[src/rtl/bitmap_encoder_pkg.sv]
// Shared definitions for the bitmap encoder and its companion one-hot decoder.
package bitmap_encoder_pkg;

    localparam int DEFAULT_WIDTH = 8;

    typedef enum logic {
        IDLE = 1'b0,
        EMIT = 1'b1
    } state_t;

    // Ceiling log2 usable in constant expressions; returns at least 1 so a
    // two-bit vector still gets a one-bit code.
    function automatic int clog2(input int value);
        int result;
        result = 1;
        for (int i = 1; i < 32; i++) begin
            if ((1 << result) < value) begin
                result = result + 1;
            end
        end
        return result;
    endfunction

endpackage

[src/rtl/bitmap_encoder_if.sv]
// Bitmap-in / code-out handshake bundle. code_last exists only when
// BITMAP_ENCODER_LAST_EN is defined.
interface bitmap_encoder_if
    import bitmap_encoder_pkg::*;
#(
    parameter int WIDTH = DEFAULT_WIDTH
);
    localparam int CODE_W = clog2(WIDTH);

    logic [WIDTH-1:0]  data;
    logic              data_valid;
    logic              data_ready;
    logic [CODE_W-1:0] code;
    logic              code_valid;
    logic              code_ready;
    logic              busy;
`ifdef BITMAP_ENCODER_LAST_EN
    logic              code_last;
`endif

    // master: event source plus code consumer; slave: the encoder itself
    modport master (
        output data, data_valid, code_ready,
`ifdef BITMAP_ENCODER_LAST_EN
        input  code_last,
`endif
        input  data_ready, code, code_valid, busy
    );

    modport slave (
        input  data, data_valid, code_ready,
`ifdef BITMAP_ENCODER_LAST_EN
        output code_last,
`endif
        output data_ready, code, code_valid, busy
    );

endinterface

[src/rtl/bitmap_encoder_lowest_set_encoder.sv]
// Combinational lowest-set-bit encoder: binary index plus one-hot mask of the
// selected bit. An all-zero vector yields code 0 and an empty mask.
module lowest_set_encoder #(
    parameter int WIDTH  = 8,
    parameter int CODE_W = 3
) (
    input  logic [WIDTH-1:0]  vec,
    output logic [CODE_W-1:0] code,
    output logic [WIDTH-1:0]  mask
);

    logic found;

    always_comb begin
        code  = '0;
        mask  = '0;
        found = 1'b0;
        for (int i = 0; i < WIDTH; i++) begin
            if (vec[i] && !found) begin
                code    = CODE_W'(i);
                mask[i] = 1'b1;
                found   = 1'b1;
            end
        end
    end

endmodule

[src/rtl/bitmap_encoder.sv]
// Serialises a captured multi-hot vector into binary codes, lowest index first.
// Optional code_last output enabled by defining BITMAP_ENCODER_LAST_EN.
module bitmap_encoder
    import bitmap_encoder_pkg::*;
#(
    parameter int WIDTH = DEFAULT_WIDTH
) (
    input  logic              clk,
    input  logic              rst_n,
    bitmap_encoder_if.slave   bus
);

    localparam int CODE_W = clog2(WIDTH);

    state_t            state_reg;
    logic [WIDTH-1:0]  pending_reg;
    logic              data_ready_reg;
    logic              code_valid_reg;

    logic [CODE_W-1:0] sel_code;
    logic [WIDTH-1:0]  sel_mask;
    logic [WIDTH-1:0]  pending_next;

    // Code depends only on the pending register, never on the input side.
    lowest_set_encoder #(
        .WIDTH  (WIDTH),
        .CODE_W (CODE_W)
    ) u_lowest_set (
        .vec  (pending_reg),
        .code (sel_code),
        .mask (sel_mask)
    );

    assign pending_next = pending_reg & ~sel_mask;

    always_ff @(posedge clk or negedge rst_n) begin
        if (!rst_n) begin
            state_reg      <= IDLE;
            pending_reg    <= '0;
            data_ready_reg <= 1'b1;
            code_valid_reg <= 1'b0;
        end else begin
            case (state_reg)
                IDLE: begin
                    if (bus.data_valid && data_ready_reg) begin
                        // An all-zero vector is consumed here and leaves us idle.
                        pending_reg <= bus.data;
                        if (|bus.data) begin
                            state_reg      <= EMIT;
                            data_ready_reg <= 1'b0;
                            code_valid_reg <= 1'b1;
                        end
                    end
                end
                EMIT: begin
                    if (code_valid_reg && bus.code_ready) begin
                        pending_reg <= pending_next;
                        if (pending_next == '0) begin
                            state_reg      <= IDLE;
                            data_ready_reg <= 1'b1;
                            code_valid_reg <= 1'b0;
                        end
                    end
                end
                default: begin
                    state_reg      <= IDLE;
                    data_ready_reg <= 1'b1;
                    code_valid_reg <= 1'b0;
                end
            endcase
        end
    end

    // Held low throughout reset so no source handshakes against a reset block.
    assign bus.data_ready = data_ready_reg & rst_n;
    assign bus.code_valid = code_valid_reg;
    assign bus.code       = sel_code;
    assign bus.busy       = |pending_reg;

`ifdef BITMAP_ENCODER_LAST_EN
    // Final code when the selected bit is the only one left.
    assign bus.code_last = code_valid_reg && (pending_reg == sel_mask) && (|pending_reg);
`endif

endmodule

[src/flat_wrapper.sv]
// flat-port wrapper written by rule: the top's interface ports become plain ports
module bitmap_encoder_flat import bitmap_encoder_pkg::*;
#(
    parameter int WIDTH = DEFAULT_WIDTH
)
  (clk, rst_n, bus_data, bus_data_valid, bus_code_ready, bus_data_ready, bus_code, bus_code_valid, bus_busy);
  bitmap_encoder_if #(.WIDTH(WIDTH)) bus_i ();
  input  logic clk;
  input  logic rst_n;
  input wire logic [$bits(bus_i.data)-1:0] bus_data;
  input wire logic [$bits(bus_i.data_valid)-1:0] bus_data_valid;
  input wire logic [$bits(bus_i.code_ready)-1:0] bus_code_ready;
  output wire logic [$bits(bus_i.data_ready)-1:0] bus_data_ready;
  output wire logic [$bits(bus_i.code)-1:0] bus_code;
  output wire logic [$bits(bus_i.code_valid)-1:0] bus_code_valid;
  output wire logic [$bits(bus_i.busy)-1:0] bus_busy;
  assign bus_i.data = bus_data;
  assign bus_i.data_valid = bus_data_valid;
  assign bus_i.code_ready = bus_code_ready;
  assign bus_data_ready = bus_i.data_ready;
  assign bus_code = bus_i.code;
  assign bus_code_valid = bus_i.code_valid;
  assign bus_busy = bus_i.busy;
  bitmap_encoder #(.WIDTH(WIDTH)) u_core (.clk(clk), .rst_n(rst_n), .bus(bus_i));
endmodule
[config.mk]
export PLATFORM = sky130hd
export DESIGN_NAME = bitmap_encoder_flat
export DESIGN_NICKNAME = d
export VERILOG_FILES = /design/src/rtl/bitmap_encoder_pkg.sv /design/src/rtl/bitmap_encoder_if.sv /design/src/rtl/bitmap_encoder_lowest_set_encoder.sv /design/src/rtl/bitmap_encoder.sv /design/src/flat_wrapper.sv
export SDC_FILE = /design/constraint.sdc
export NUM_CORES = 1
export LEC_CHECK = 0
export ABC_AREA = 1
export CAP_MARGIN = 10
export CORE_MARGIN = 4
export CORE_UTILIZATION = 40
export CTS_CLUSTER_DIAMETER = 60
export DETAILED_ROUTE_END_ITERATION = 8
export GPL_ROUTABILITY_DRIVEN = 0
export PLACE_DENSITY = 0.72
export SLEW_MARGIN = 20
export SYNTH_ARGS = -nofsm -noshare
export SYNTH_HDL_FRONTEND = slang
export SYNTH_SLANG_ARGS = --single-unit
[constraint.sdc]
create_clock -name clk -period 1.7 [get_ports clk]
set_input_delay 0.425 -clock clk [delete_from_list [all_inputs] [get_ports clk]]
set_output_delay 0.425 -clock clk [all_outputs]
set_load 0.02 [all_outputs]
# After elaboration in Yosys (flattened, before gate mapping)
# Index checks and enable logic that the tools add are counted.
[totals]
reg_bits = 11
input_bits = 12
out_inout_bits = 6
elab_cells = 72
[op_classes]
n_eq_ne = 4
mux = 39
bitwise = 4
n_reduce_logical = 21
[op_table]
columns = ["cell", "n"]
rows = [
  ["two-way mux 1 bit", 27],
  ["two-way mux 3 bit", 6],
  ["two-way mux 8 bit", 2],
  ["one-hot mux 8 bit (2 select lines)", 1],
  ["OR reduction 8 bit", 2],
  ["logical AND 1 bit", 9],
  ["bitwise AND 8 bit", 1],
  ["logical NOT 8 bit", 1],
  ["inverter 8 bit", 1],
  ["logical NOT 1 bit", 7],
  ["one-hot mux 1 bit (2 select lines)", 3],
  ["inequality test 2 x 1 -> 1 bit, second input constant", 2],
  ["inequality test 2 bit, second input constant", 2],
  ["AND reduction 4 bit", 1],
  ["AND reduction 2 bit", 1],
  ["bitwise AND 1 bit", 1],
  ["inverter 1 bit", 1],
]

# Logic depth before layout (Yosys ltp)
# Gate-level depths: netlist of run 1.
[logic_depth]
word_depth = 28
ltp_mapped = 9
depth_no_buf = 9

# Cells and area by module
# From an unflattened synthesis of run 1, not the netlist that was laid out.
[hier_totals]
hier_cells = 125
hier_area_um2 = 837.1
[by_module_without_submodules]
columns = ["mod", "instances", "cells_each", "area_each_um2", "seq_area_each_um2"]
rows = [
  ["bitmap_encoder", 1, 96, 670.6, 276.5],
  ["lowest_set_encoder", 1, 29, 166.4, 0.0],
]

# Worst setup path before layout of run 1
# OpenSTA, ideal clock, no wires.
[synth_timing]
path_kind = "reg-to-output"
start = "register u_core.pending_reg[3]"
end = "output port bus_code[1]"
arrival_time_ns = 1.283
required_ns = 1.275
slack_ns = -0.008
stages_incl_launch_ff = 4
path_buffers = 0
path_cell_list = "dfrtp_1 nor2_2 nand3_4 o32ai_1"
[synth_via]
elab_chain_len = 14
elab_cells_between_ends = 18
cone_classes = "mux (9); reduce/logical (9)"
[synth_lines]
columns = ["item", "line_no", "rtl"]
rows = [
  ["from (decl)", "bitmap_encoder.sv:16", "logic [WIDTH-1:0] pending_reg;"],
  ["from (signal assigned)", "bitmap_encoder.sv:47", "pending_reg <= bus.data;"],
  ["from (signal assigned)", "bitmap_encoder.sv:57", "pending_reg <= pending_next;"],
  ["logical AND 1 bit *", "bitmap_encoder_lowest_set_encoder.sv:19", "if (vec[i] && !found) begin"],
  ["two-way mux 1 bit", "bitmap_encoder_lowest_set_encoder.sv:19", ""],
  ["logical NOT 1 bit", "bitmap_encoder_lowest_set_encoder.sv:19", ""],
  ["logical AND 1 bit", "bitmap_encoder_lowest_set_encoder.sv:19", ""],
  ["two-way mux 1 bit", "bitmap_encoder_lowest_set_encoder.sv:19", ""],
  ["logical NOT 1 bit", "bitmap_encoder_lowest_set_encoder.sv:19", ""],
  ["logical AND 1 bit", "bitmap_encoder_lowest_set_encoder.sv:19", ""],
  ["two-way mux 1 bit", "bitmap_encoder_lowest_set_encoder.sv:19", ""],
  ["logical NOT 1 bit", "bitmap_encoder_lowest_set_encoder.sv:19", ""],
  ["logical AND 1 bit", "bitmap_encoder_lowest_set_encoder.sv:19", ""],
  ["two-way mux 1 bit", "bitmap_encoder_lowest_set_encoder.sv:19", ""],
  ["logical NOT 1 bit", "bitmap_encoder_lowest_set_encoder.sv:19", ""],
  ["logical AND 1 bit", "bitmap_encoder_lowest_set_encoder.sv:19", ""],
  ["two-way mux 3 bit *", "bitmap_encoder_lowest_set_encoder.sv:19", ""],
  ["to (decl)", "flat_wrapper.sv:14", "output wire logic [$bits(bus_i.code)-1:0] bus_code;"],
]
# Mark *: on every way between the ends. The rest lies on a longest branch, timed or not.

# Worst setup path after layout of run 1
[layout_timing]
start = "register u_core.pending_reg[1]"
end = "output port bus_code[0]"
[layout_via]
elab_chain_len = 20
elab_cells_between_ends = 26
cone_classes = "mux (13); reduce/logical (13)"
[layout_lines]
columns = ["item", "line_no"]
rows = [
  ["logical AND 1 bit *", "bitmap_encoder_lowest_set_encoder.sv:19"],
  ["two-way mux 1 bit", "bitmap_encoder_lowest_set_encoder.sv:19"],
  ["logical NOT 1 bit", "bitmap_encoder_lowest_set_encoder.sv:19"],
  ["logical AND 1 bit", "bitmap_encoder_lowest_set_encoder.sv:19"],
  ["two-way mux 1 bit", "bitmap_encoder_lowest_set_encoder.sv:19"],
  ["logical NOT 1 bit", "bitmap_encoder_lowest_set_encoder.sv:19"],
  ["logical AND 1 bit", "bitmap_encoder_lowest_set_encoder.sv:19"],
  ["two-way mux 1 bit", "bitmap_encoder_lowest_set_encoder.sv:19"],
  ["(+4 left out)", "-"],
  ["logical AND 1 bit", "bitmap_encoder_lowest_set_encoder.sv:19"],
  ["two-way mux 1 bit", "bitmap_encoder_lowest_set_encoder.sv:19"],
  ["logical NOT 1 bit", "bitmap_encoder_lowest_set_encoder.sv:19"],
  ["logical AND 1 bit", "bitmap_encoder_lowest_set_encoder.sv:19"],
  ["two-way mux 1 bit", "bitmap_encoder_lowest_set_encoder.sv:19"],
  ["logical NOT 1 bit", "bitmap_encoder_lowest_set_encoder.sv:19"],
  ["logical AND 1 bit", "bitmap_encoder_lowest_set_encoder.sv:19"],
  ["two-way mux 3 bit *", "bitmap_encoder_lowest_set_encoder.sv:19"],
]
# Marked as above.

==> results of run 1 <==
[placed cells by master (no fill, tap or decap)]
cell,instances
clkbuf_1,1
a21oi_2,1
o211ai_1,2
o22ai_1,3
a31oi_1,1
nand3b_1,1
o32ai_1,1
o31ai_1,1
dlymetal6s2s_1,1
o221ai_2,1
nand2_2,1
nor2_4,3
buf_4,28
a22oi_2,1
inv_1,12
inv_2,2
nor2_1,14
clkbuf_4,3
nand3_4,1
nand3_1,1
buf_2,2
dfrtp_1,10
buf_6,1
dfstp_2,1
a21oi_1,5
nor2_2,3
nand3_2,2
clkdlybuf4s50_1,11
nand2_1,20
o21ai_0,7
[report_power, final]
group | switching [mW] | total, mW | internal (mW)
Combinational | 0.801 | 1.57 | 0.768
Clock | 0.0977 | 0.189 | 0.0912
Sequential | 0.125 | 0.520 | 0.394
[worst paths after layout]
path / startpoint / end / cells past startpoint
max: u_core.pending_reg[1]$_DFFE_PN0P_ / bus_code[0] / 5
min: u_core.data_ready_reg$_DFFE_PN1P_ / u_core.data_ready_reg$_DFFE_PN1P_ / 2
max reg2reg: u_core.pending_reg[1]$_DFFE_PN0P_ / u_core.state_reg$_DFF_PN0_ / 11
min reg2reg: u_core.data_ready_reg$_DFFE_PN1P_ / u_core.data_ready_reg$_DFFE_PN1P_ / 2
max in group asynchronous: rst_n / u_core.data_ready_reg$_DFFE_PN1P_ / 2
min in group asynchronous: rst_n / u_core.pending_reg[1]$_DFFE_PN0P_ / 2
[worst max-delay path, cell delays in order, from the launching register on]
cell,delay [ns]
dfrtp_1,0.41
nor2_4,0.19
nand3_4,0.11
buf_4,0.15
o221ai_2,0.14
buf_4,0.16
[what timing repair did]
item                       in CTS  in global routing
pin swaps                       3                  2
setup buffers                   5                  1
setup endpoints to repair       5                  8
resized for setup              27                  4
[per-layer routing]
layer | part of all wire [%] | wire [um] | global-route usage [%] | up-vias
li1 | - | - | - | 404
met3 | 5.1 | 104 | 3.264 | 9
met1 | 40 | 813 | 20.15 | 373
met4 | 3.9 | 80 | 12.11 | 0
met2 | 51 | 1026 | 29.35 | 26
met5 | 0 | 0 | 0 | -
[through the flow]
stage	instance area [um^2]	instances	hold slack [ns]
global route	1130	166	0.5156
finish	1130	166	0.4935
CTS	1109	165	0.4972
floorplan	715.7	95	0.1294
global placement	1054	156	0.4714
detailed placement	1054	156	0.4829
[cells by family (layout without fill, tap and decap cells)]
family,count (synthesis),count (layout),synth area share [%]
DFF,11,11,38.64
and+or+nand+nor,46,46,32.34
AOI/OAI and AO/OA,23,23,19.76
buffers and inverters,15,61,9.265
[layout make-up]
| class | instances | area share [%] |
|---|---|---|
| inverters | 14 | 4.651 |
| flip-flops and latches | 11 | 24.47 |
| well taps | 25 | 2.769 |
| repair buffers | 43 | 31.34 |
| multi-input cells | 69 | 34.44 |
| clock buffers | 4 | 2.326 |
==> summary.md, run 1 <==
| Metric | Value |
|---|---|
| Mapped Area | `715.7 um^2` |
| Die height | `50.30 um` |
| Slew @ Worst Pin | `0.3177 ns` |
| Leakage power | `roughly 0.56 nW` |
| Minimum clock period | `about 1.9 ns` |
| Count of cell types in the netlist | `24` |
| Drt total wl | `2026 um` |
| Area delta synth->final | `57.87%` |
| CTS tree | `yes` |
| Hold crit path type | `reg -> reg` |
| Top cell type by total area after synthesis | `dfrtp_1` |
| # IOs | `18` |
| Cts hold-fix bufs | `0` |
| FP Rows | `15` |
| Worst VDD drop | `approximately 1.1 mV` |
| WP data arrival | `1.45 ns` |
| RSZ-0062 raised after global routing | `yes` |
| Share of the synthesized area in the top cell type | `between 30% and 40%` |
| Share of layout cells above drive strength 1 | `35.46%` |
| Die area | `2530 um^2` |
| Iter 0 DRT Violations | `19` |
| Power after layout | `2.278 mW` |
| Area contributors post-synth | `dfrtp_1, nand2_1, nor2_1, inv_1, o21ai_0` |
| Critical path required time | `around 1.3 ns` |
| WS Path Type | `reg -> out` |
| Root buf cell | `clkbuf_4` |
| Register Area | `276.5 um^2` |
| Final Core Density | `~66%` |
| Largest net degree at the start of global routing | `12` |
| Drt pass-1 iters | `4` |
| Starting Density | `41.90%` |
| CTS buffer count | `3` |
| H-tree levels | `1` |
| # DRC | `0` |
| Register area share after synthesis | `38.64%` |
| Worst-path clk slew | `0.07 ns` |
| Cell area power density | `2016 nW/um^2` |
| Die width | `between 50 and 60 um` |
| WL/cell | `12.20 um` |
| Synth Warn # | `0` |
| Worst slack at placement | `-0.3703 ns` |
| Headroom to the max-slew limit | `about four fifths` |
| Setup ws final | `-0.1790 ns` |
| Failing checks | `setup timing` |
| Hold Violations, Final | `0` |
| Vias in the first global route | `792` |
| EDFF count, synth | `0` |
| Ys flop type | `dfrtp_1` |
| #FFs+latches synth | `11` |
| Grt ovf | `0` |
| Vias | `812` |
| TNS Setup | `-0.6541 ns` |
| Fill count | `144` |
| First-pass GRT wire length | `3318 um` |
| Final worst path period share | `110.5%` |
| Area of the multi-input gates | `389.1 um^2` |
| Clk buf depth | `2` |
| Port buffer count | `17` |
| Synth async-reset ratio | `100.0%` |
| Fmax | `532.2 MHz` |
| Post-synth top cells | `nand2_1, nor2_1, inv_1` |
| Initial antenna violation count | `0` |
| Max Cap Violations | `0` |
| Status | `finished with violations` |
| Nets | `154` |
| Final setup viols | `6` |
| Skew-Pair Late Insertion Delay | `0.28 ns` |
| Count leader, synth | `nand2_1` |
| Post-DRT Antenna Nets | `0` |
| Synth Area per Inst | `~7.5 um^2` |
| Worst setup SP type | `flip-flop` |
| Clock Sinks | `11` |
| Final Slew Violations | `0` |
| Internal reg-to-reg setup slack | `-0.04 ns` |
| Crit Path Max Fanout | `4` |
| Critical Path Sink Type | `output port` |
| Detailed placer's ending HPWL | `1498 um` |
| Core area | `1708 um^2` |
| Mapped Cells | `95` |
| Setup Skew | `0.002895 ns` |
| Syn nets | `107` |
| Antenna cells | `0` |
| Max reg flops | `8` |
| Via density | `4.892` |
| All-Layer GR Usage | `17.58%` |
No activity file was read; power rests on OpenSTA's default activity.
==> inputs of run 2 (changes only) <==
--- a/config.mk
+++ b/config.mk
@@ -7,7 +7,7 @@
 export LEC_CHECK = 0
 export ABC_AREA = 1
 export CAP_MARGIN = 10
-export CORE_MARGIN = 4
+export CORE_MARGIN = 3
 export CORE_UTILIZATION = 40
 export CTS_CLUSTER_DIAMETER = 60
 export DETAILED_ROUTE_END_ITERATION = 8
==> summary.md, run 2 (synthesized netlist as in run 1, its figures left out) <==
| Metric | Value |
|---|---|
| # placed instances | `154 (was 156)` |
| Root buf cell | `clkbuf_4 (unchanged)` |
| Cell area power density | `1991 nW/um^2 (was 2016 nW/um^2)` |
| Cells on worst reg2reg path | `11 (unchanged)` |
| CTS tree | `yes (unchanged)` |
| WP data arrival | `1.44 ns (was 1.45 ns)` |
| Cts hold-fix bufs | `0 (unchanged)` |
| Max Cap Violations | `0 (unchanged)` |
| Hold wc startpoint | `u_core.data_ready_reg$_DFFE_PN1P_ (unchanged)` |
| Worst setup SP type | `flip-flop (unchanged)` |
| Largest net degree at the start of global routing | `12 (unchanged)` |
| Nets | `153 (was 154)` |
| Finished layout cell area | `1139 um^2 (was 1130 um^2)` |
| Share of layout cells above drive strength 1 | `35.71% (was 35.46%)` |
| Skew-Pair Late Insertion Delay | `0.28 ns (about the same)` |
| All-Layer GR Usage | `17.46% (was 17.58%)` |
| # IOs | `18 (unchanged)` |
| Crit Path Max Fanout | `4 (unchanged)` |
| TNS Setup | `-0.4898 ns (was -0.6541 ns)` |
| Setup ws final | `-0.1694 ns (was -0.1790 ns)` |
| Most frequent cells in the layout | `buf_4, nand2_1, nor2_1 (unchanged)` |
| Vias | `806 (was 812)` |
| Max Used Layer | `met4 (unchanged)` |
| Die width | `48.30 um (was 50.30 um)` |
| Drt total wl | `1943 um (was 2026 um)` |
| Final worst path period share | `110.0% (was 110.5%)` |
| Die area | `2333 um^2 (was 2530 um^2)` |
| Fmax | `534.9 MHz (was 532.2 MHz)` |
| # DRC | `0 (unchanged)` |
| Final setup viols | `4 (was 6)` |
| Max reg flops | `8 (unchanged)` |
| FP Rows | `14 (was 15)` |
| Worst R2R End | `u_core.bus.code_valid$_DFFE_PN0P_ (was u_core.state_reg$_DFF_PN0_)` |
| Commonest non-fill, non-tap cell in the layout | `buf_4 (unchanged)` |
| WHS Endpoint | `u_core.data_ready_reg$_DFFE_PN1P_ (unchanged)` |
| CTS buffer count | `3 (unchanged)` |
| Critical Path Slowest Stage Cell | `dfrtp_1 (unchanged)` |
| Critical path required time | `1.27 ns (about the same)` |
| Hold Violations, Final | `0 (unchanged)` |
| WL/cell | `11.85 um (was 12.20 um)` |
| Cell chain of the critical path | `nor2_4, inv_1, nor2_1, a22oi_2, o221ai_2, buf_4 (was nor2_4, nand3_4, buf_4, o221ai_2, buf_4)` |
| Post-DRT Antenna Nets | `0 (unchanged)` |
| Detailed placer's ending HPWL | `1495 um (was 1498 um)` |
| First-pass GRT wire length | `3229 um (was 3318 um)` |
| WS Path Type | `reg -> out (unchanged)` |
| Drt pass-1 iters | `5 (was 4)` |
| Die height | `48.30 um (was 50.30 um)` |
| Initial antenna violation count | `0 (unchanged)` |
| Vias in the first global route | `780 (was 792)` |
| Length of routed met3 wiring | `80 um (was 104 um)` |
| Area post-placement | `1045 um^2 (was 1054 um^2)` |
| Slowest stage delay, CP | `0.41 ns (about the same)` |
| Via density | `4.915 (was 4.892)` |
| Hold crit path type | `reg -> reg (unchanged)` |
| Internal reg-to-reg setup slack | `0.03 ns (was -0.04 ns)` |
| Minimum clock period | `1.869 ns (was 1.879 ns)` |
| Power after layout | `2.267 mW (was 2.278 mW)` |
| Antenna cells | `0 (unchanged)` |
| WL met1 | `819 um (was 813 um)` |
| Final Slew Violations | `0 (unchanged)` |
| Area delta synth->final | `59.09% (was 57.87%)` |
| Worst slack at placement | `-0.3585 ns (was -0.3703 ns)` |
| Core area | `1594 um^2 (was 1708 um^2)` |
| FF-to-FF Start | `u_core.pending_reg[1]$_DFFE_PN0P_ (unchanged)` |
| WHS Path Cells | `2 (unchanged)` |
| Port buffer count | `17 (unchanged)` |
| H-tree levels | `1 (unchanged)` |
| Met2 wire len | `967 um (was 1026 um)` |
| Critical Path Sink Type | `output port (unchanged)` |
| Headroom to the max-slew limit | `77.88% (was 78.59%)` |
| Iter 0 DRT Violations | `14 (was 19)` |
| Worst VDD drop | `1.093 mV (was 1.097 mV)` |
| Clk buf depth | `2 (unchanged)` |
| Failing checks | `setup timing (unchanged)` |
| Non-Filler Instances | `164 (was 166)` |
| Clock Sinks | `11 (unchanged)` |
| Starting Density | `44.90% (was 41.90%)` |
| Leakage power | `0.5574 nW (was 0.5575 nW)` |
| Slew @ Worst Pin | `0.3283 ns (was 0.3177 ns)` |
| Grt ovf | `0 (unchanged)` |
| RSZ-0062 raised after global routing | `yes (unchanged)` |
| Status | `finished with violations (unchanged)` |
| Worst-path clk slew | `0.07 ns (about the same)` |
| Setup Skew | `0.001287 ns (was 0.002895 ns)` |
## run 2: worst max-delay path, delay by kind of cell, from the launching register on
| family | cells | cell delay [ns] |
|---|---|---|
| simple gates | 2 | 0.35 |
| buf+inv | 2 | 0.24 |
| compound gates | 2 | 0.17 |
| flops | 1 | 0.41 |
## run 2: where the power goes
group | internal, mW | switching (mW) | total [mW]
Combinational | 0.765 | 0.778 | 1.54
Clock | 0.0913 | 0.102 | 0.193
Sequential | 0.394 | 0.136 | 0.531
Total | 1.25 | 1.02 | 2.27
## run 2: per-stage QoR
stage	hold WS, ns	utilization, %
4_1_cts	0.4855	67.97
5_1_grt	0.5276	71.43
2_1_floorplan	0.1294	-
3_5_place_dp	0.4748	65.54
3_3_place_gp	0.4696	65.54
6_report	0.4860	71.43
## run 2: worst max path at each step
stage / depth (start not counted) / start / slack (ns) / end
5_1_grt: 6 / u_core.pending_reg[1]$_DFFE_PN0P_ / -0.27 / bus_code[0]
3_5_place_dp: 4 / rst_n / -0.36 / bus_data_ready
3_3_place_gp: 4 / rst_n / -0.35 / bus_data_ready
6_report: 6 / u_core.pending_reg[1]$_DFFE_PN0P_ / -0.17 / bus_code[0]
2_1_floorplan: 3 / u_core.pending_reg[3]$_DFFE_PN0P_ / -0.008 / bus_code[1]
4_1_cts: 6 / u_core.pending_reg[0]$_DFFE_PN0P_ / -0.18 / bus_code[0]
## run 2: area by class of cell
type                    count  area (um^2)
clock buffers               4        26.28
flip-flops and latches     11        276.5
fillers                   134        455.4
repair buffers             42        354.1
well taps                  24        30.03
multi-input cells          69        399.1
inverters                  14        52.55
## run 2: per-layer routing
metal  vias up  GRT usage [%]
met5         -              0
met4         0          11.37
met3         9          2.454
met2        21          29.13
met1       369          20.96
li1        407              -
## run 2: timing repair
action	CTS	global route
gates cloned	0	0
pin swaps	3	2
gates resized for setup	28	7
endpoints found under the setup margin	5	5
buffers inserted	2	4
